==> src/rtl/activate_loader.sv <==
// activate_loader: fetches LOAD_LEN BRAM words into a shadow buffer and commits them to act_data; ACTIVATE_LOADER_STRIDE_EN adds an addr_stride input.
module activate_loader #(
  parameter int DATA_W   = 8,
  parameter int ADDR_W   = 12,
  parameter int LOAD_LEN = 9,
  parameter int MEM_LAT  = 2
) (
  input  logic                         clk,
  input  logic                         rst,
  input  logic                         start_load,
  input  logic [ADDR_W-1:0]            base_addr,
`ifdef ACTIVATE_LOADER_STRIDE_EN
  input  logic [ADDR_W-1:0]            addr_stride,
`endif
  output logic                         mem_en,
  output logic [ADDR_W-1:0]            mem_addr,
  input  logic [DATA_W-1:0]            mem_rdata,
  output logic [LOAD_LEN*DATA_W-1:0]   act_data,
  output logic                         activate_ready,
  output logic                         busy,
  output logic                         overrun
);
  localparam int CW = $clog2(LOAD_LEN + 1);
  typedef enum logic [1:0] {IDLE, FETCH, DRAIN, DONE} state_t;
  state_t state, state_n;
  logic [CW-1:0] issue, cap;
  logic [MEM_LAT-1:0] vld;
  logic [MEM_LAT:0] vld_n;
  logic [LOAD_LEN*DATA_W-1:0] shadow, shadow_n;
  logic [ADDR_W-1:0] step;
  logic tap, accept, last_issue, last_cap;
  assign tap = vld[MEM_LAT-1];
  assign vld_n = {vld, mem_en};
  assign accept = start_load && (state == IDLE || state == DONE);
  assign last_issue = issue == CW'(LOAD_LEN);
  assign last_cap = tap && cap == CW'(LOAD_LEN - 1);
  assign busy = state == FETCH || state == DRAIN;
  assign activate_ready = state == DONE;
`ifdef ACTIVATE_LOADER_STRIDE_EN
  always_ff @(posedge clk)
    if (rst) step <= '0;
    else if (accept) step <= addr_stride;
`else
  assign step = ADDR_W'(1);
`endif
  always_ff @(posedge clk)
    if (rst) state <= IDLE;
    else state <= state_n;
  // the word landing on the final capture edge is merged in so the commit sees a complete window
  always_comb begin
    shadow_n = shadow;
    if (tap) shadow_n[DATA_W*int'(cap) +: DATA_W] = mem_rdata;
    state_n = accept ? FETCH
            : (state == FETCH && last_issue) ? DRAIN
            : (state == DRAIN && last_cap) ? DONE
            : (state == DONE) ? IDLE
            : state;
  end
  always_ff @(posedge clk) begin
    if (rst) begin
      mem_en   <= 1'b0;
      mem_addr <= '0;
      act_data <= '0;
      overrun  <= 1'b0;
      shadow   <= '0;
      vld      <= '0;
      issue    <= '0;
      cap      <= '0;
    end else begin
      vld    <= vld_n[MEM_LAT-1:0];
      shadow <= shadow_n;
      if (tap) cap <= cap + 1'b1;
      if (accept) begin
        mem_en   <= 1'b1;
        mem_addr <= base_addr;
        issue    <= CW'(1);
        cap      <= '0;
      end else if (state == FETCH) begin
        mem_en <= !last_issue;
        if (!last_issue) begin
          mem_addr <= mem_addr + step;
          issue    <= issue + 1'b1;
        end
      end
      if (state == DRAIN && last_cap) act_data <= shadow_n;
      if (start_load && busy) overrun <= 1'b1;
    end
  end
endmodule

==> config.mk <==
export PLATFORM = sky130hd
export DESIGN_NAME = activate_loader
export DESIGN_NICKNAME = d
export VERILOG_FILES = /design/src/rtl/activate_loader.sv
export SDC_FILE = /design/constraint.sdc
export NUM_CORES = 1
export LEC_CHECK = 0
export ABC_AREA = 1
export ABC_CLOCK_PERIOD_IN_PS = 3000
export BUFFER_PORTS_ARGS = -buffer_cell sky130_fd_sc_hd__buf_2
export CORE_MARGIN = 5
export CORE_UTILIZATION = 44
export CTS_CLUSTER_DIAMETER = 100
export DETAILED_ROUTE_END_ITERATION = 8
export GPL_ROUTABILITY_DRIVEN = 0
export GPL_TIMING_DRIVEN = 1
export SKIP_CTS_REPAIR_TIMING = 1
export SYNTH_ARGS = -nofsm -noshare
export SYNTH_HDL_FRONTEND = slang
export SYNTH_SLANG_ARGS = --single-unit
export TNS_END_PERCENT = 30
==> constraint.sdc <==
create_clock -name clk -period 3 [get_ports clk]
set_input_delay 0.3 -clock clk [delete_from_list [all_inputs] [get_ports clk]]
set_output_delay 0.3 -clock clk [all_outputs]
set_load 0.01 [all_outputs]
==> flow_summary_export.csv <==
group,metric,value,unit
run_status,status,"finished, final reports clean",
grt,grt-ovfl-total,0,
synthesis,synth_edf_count,0,
sta,grt_setup_unrepaired,"no",
power_and_ir_drop,p_int,3.70,mW
floorplan,start_util,0.451,
route,drt-total-wl,19.0,mm
sta,setup_viol,0,
power_and_ir_drop,combPwrFrac,0.050,
critical_path,start_kind,"flip-flop",
floorplan,ioPinCount,111,
power_and_ir_drop,clock_power_share,0.468,
finish,fill_cells,1673,
route,antenna_left,0,
sta,hold_slack,0.121,ns
power_and_ir_drop,swShare,0.227,
synthesis,synth-seq-area-share,0.454,
critical_path,worst-path-max-fanout,17,
synthesis,ys_ff_latch,170,
clock_network,root_buffer,"clkbuf_16",
route,drt_iter0_drc,508,
synthesis,synthesis.area,0.00750,mm²
critical_path,slowest_delay,0.32,ns
synthesis,synthFlopType,"dfxtp_1",
floorplan,coreArea,0.0166,mm²
floorplan,rows,47,
clock_network,clock_sinks,170,
job,drv_cap,0,
floorplan,die_w,141,µm
place,preCtsSetupSlack,0.669,ns
power_and_ir_drop,p_per_area,543,mW/mm²
power_and_ir_drop,seqPwrFrac,0.482,
route,drc,0,
synthesis,async_flop_share,0,
power_and_ir_drop,power_switching,1.09,mW
critical_path,path_buf_inv,2,
grt,grt_antenna_before_repair,1,
clock_network,cts_buffers,17,
synthesis,synthesis.nets,1113,
sta,period_needed,2.36,ns
sta,fin_ws,0.643,ns
sta,fmax,0.424,GHz
critical_path,cp_slowest_cell,"dfxtp_1",
critical_path,path_cells,"inv_2 -> ha_1 -> nand2_2 -> nand2_4 -> nand3_4 -> nor2_4 -> nand2_1 -> nand2_1 -> nand3_1 -> nand2_1 -> inv_1",
place,portBuffers,110,
sta,finalCritPeriodShare,0.786,
grt,grt_max_degree,74,
critical_path,critPathArrivalTime,2.69,ns
floorplan,die_area,0.0198,mm²
finish,syn_to_final_growth,17.5,%
grt,track_usage,0.196,
min_path,min_path_type,"in -> reg",
clock_network,clkTransAtPathRegs,0.06,ns
sta,slew_violations,0,
clock_network,clockBufferDepth,2,
synthesis,synthDistinctLibCells,36,
sta,slew_headroom,0.547,
floorplan,fp.dieH,141,µm
critical_path,crit_path_frequent_cell,"nand2_1",
route,post_drt_wl_per_cell,13.6,µm
route,vias,6833,
finish,num-nets-final,1201,
clock_network,cts_tree,"built",
synthesis,synth_area_per_cell,6.96,µm²
grt,grt_pass1_wl,31.7,mm
critical_path,cp.required,3.33,ns
power_and_ir_drop,power_leakage,4.15,nW
synthesis,netlist_instances,1078,
critical_path,rrSetupSlack,0.64,ns
route,first_pass_iters,5,
sta,worst_pin_slew,0.679,ns
place,dp_hpwl,13.6,mm
sta,fin_setup_tns,0,ns
power_and_ir_drop,irDropWorstVdd,0.000397,V
sta,fin_skew,0.00665,ns
route,routed_via_density,4.89,
sta,hold_violations,0,
clock_network,htree_levels,4,
critical_path,path_class,"reg -> reg",
synthesis,synth_warnings,0,
clock_network,clk_latency,0.43,ns
critical_path,end_kind,"flip-flop",
grt,grt_pass1_vias,6231,
finish,drive_above_1_share,0.152,
critical_path,crit_family,"simple AND/OR/NAND/NOR gates",
cell type report:
type	count	area [µm²]	area share
inverters	127	477	0.0541
well taps	220	275	0.0312
repair buffers	120	666	0.0755
flip-flops and latches	170	3400	0.386
clock inverters	10	143	0.0162
diodes	1	2.50	0.000284
multi-input cells	730	3390	0.385
clock buffers	20	457	0.0518
final timing paths:
kind               from      endpoint  cells after the start
max              cap[0]  act_data[44]                     11
min          start_load       overrun                      3
max reg2reg      cap[0]  act_data[44]                     11
min reg2reg      vld[0]        vld[1]                      2
state kept, by name (all words and copies together), names as in the netlist:
name / count
cap: 4
shadow: 72
issue: 4
mem_addr: 12
vld: 2
overrun: 1
state: 2
mem_en: 1
act_data: 72
power groups by stage:
stage	Clock, mW	Sequential, mW	Combinational, mW
2_1_floorplan	0	2.36	0.148
3_3_place_gp	0	2.36	0.237
3_5_place_dp	0	2.36	0.239
4_1_cts	2.29	2.31	0.240
5_1_grt	2.40	2.31	0.269
6_report	2.24	2.31	0.240
through the flow:
stage | util | power (mW) | cell area (µm²) | cells
4_1_cts | 0.530 | 4.84 | 8810 | 1397
3_3_place_gp | 0.494 | 2.59 | 8220 | 1367
2_1_floorplan | - | 2.51 | 7500 | 1078
6_report | 0.530 | 4.79 | 8820 | 1398
3_5_place_dp | 0.494 | 2.60 | 8220 | 1367
5_1_grt | 0.530 | 4.98 | 8820 | 1398
Yosys cell counts, types with 3 or more instances:
cell,instances,share of area
a21oi_1,71,0.047
buf_1,5,0.0025
buf_2,19,0.013
buf_4,3,0.0030
clkbuf_1,23,0.012
dfxtp_1,170,0.45
ha_1,12,0.020
inv_1,118,0.059
inv_2,8,0.0040
nand2_1,224,0.11
nand2_2,4,0.0033
nand3_1,103,0.069
nand3_2,5,0.0067
nand4_1,12,0.010
nor2_1,207,0.10
nor2_4,5,0.0075
nor3_1,22,0.015
o211ai_1,5,0.0050
o21ai_0,20,0.013
o21ai_1,21,0.014
per-layer routing:
layer,vias up,part of all wire,GRT usage
met2,180,0.44,0.290
met3,20,0.060,0.0552
met4,0,0.012,0.0546
li1,3570,-,-
met5,-,0,0
met1,3063,0.49,0.278
cells in the final DEF (no fill, tap or decap), types with 12 or more instances in the layout:
cell type  instances
clkbuf_16         17
nand4_1           12
dfxtp_1          170
nor3_1            21
inv_1            118
nand3_1          103
o21ai_1           21
a21oi_1           71
buf_2            109
nand2_1          224
nor2_1           207
ha_1              12
o21ai_0           20
kinds of logic after synthesis:
family / after synthesis / synth area share
AO/OA/AOI/OAI: 123 / 0.0855
XOR/XNOR: 2 / 0.00233
adder cells (fa/ha/maj): 12 / 0.0200
buffers and inverters: 178 / 0.0947
flip-flops: 170 / 0.454
AND/OR/NAND/NOR: 593 / 0.344
worst register-to-register path, cell delays in order, from the launching register on:
cell,delay (ns)
dfxtp_1,0.32
inv_2,0.22
ha_1,0.29
nand2_2,0.13
nand2_4,0.20
nand3_4,0.27
nor2_4,0.25
nand2_1,0.24
nand2_1,0.15
nand3_1,0.09
nand2_1,0.07
inv_1,0.03
No activity file was read; power rests on OpenSTA's default activity.
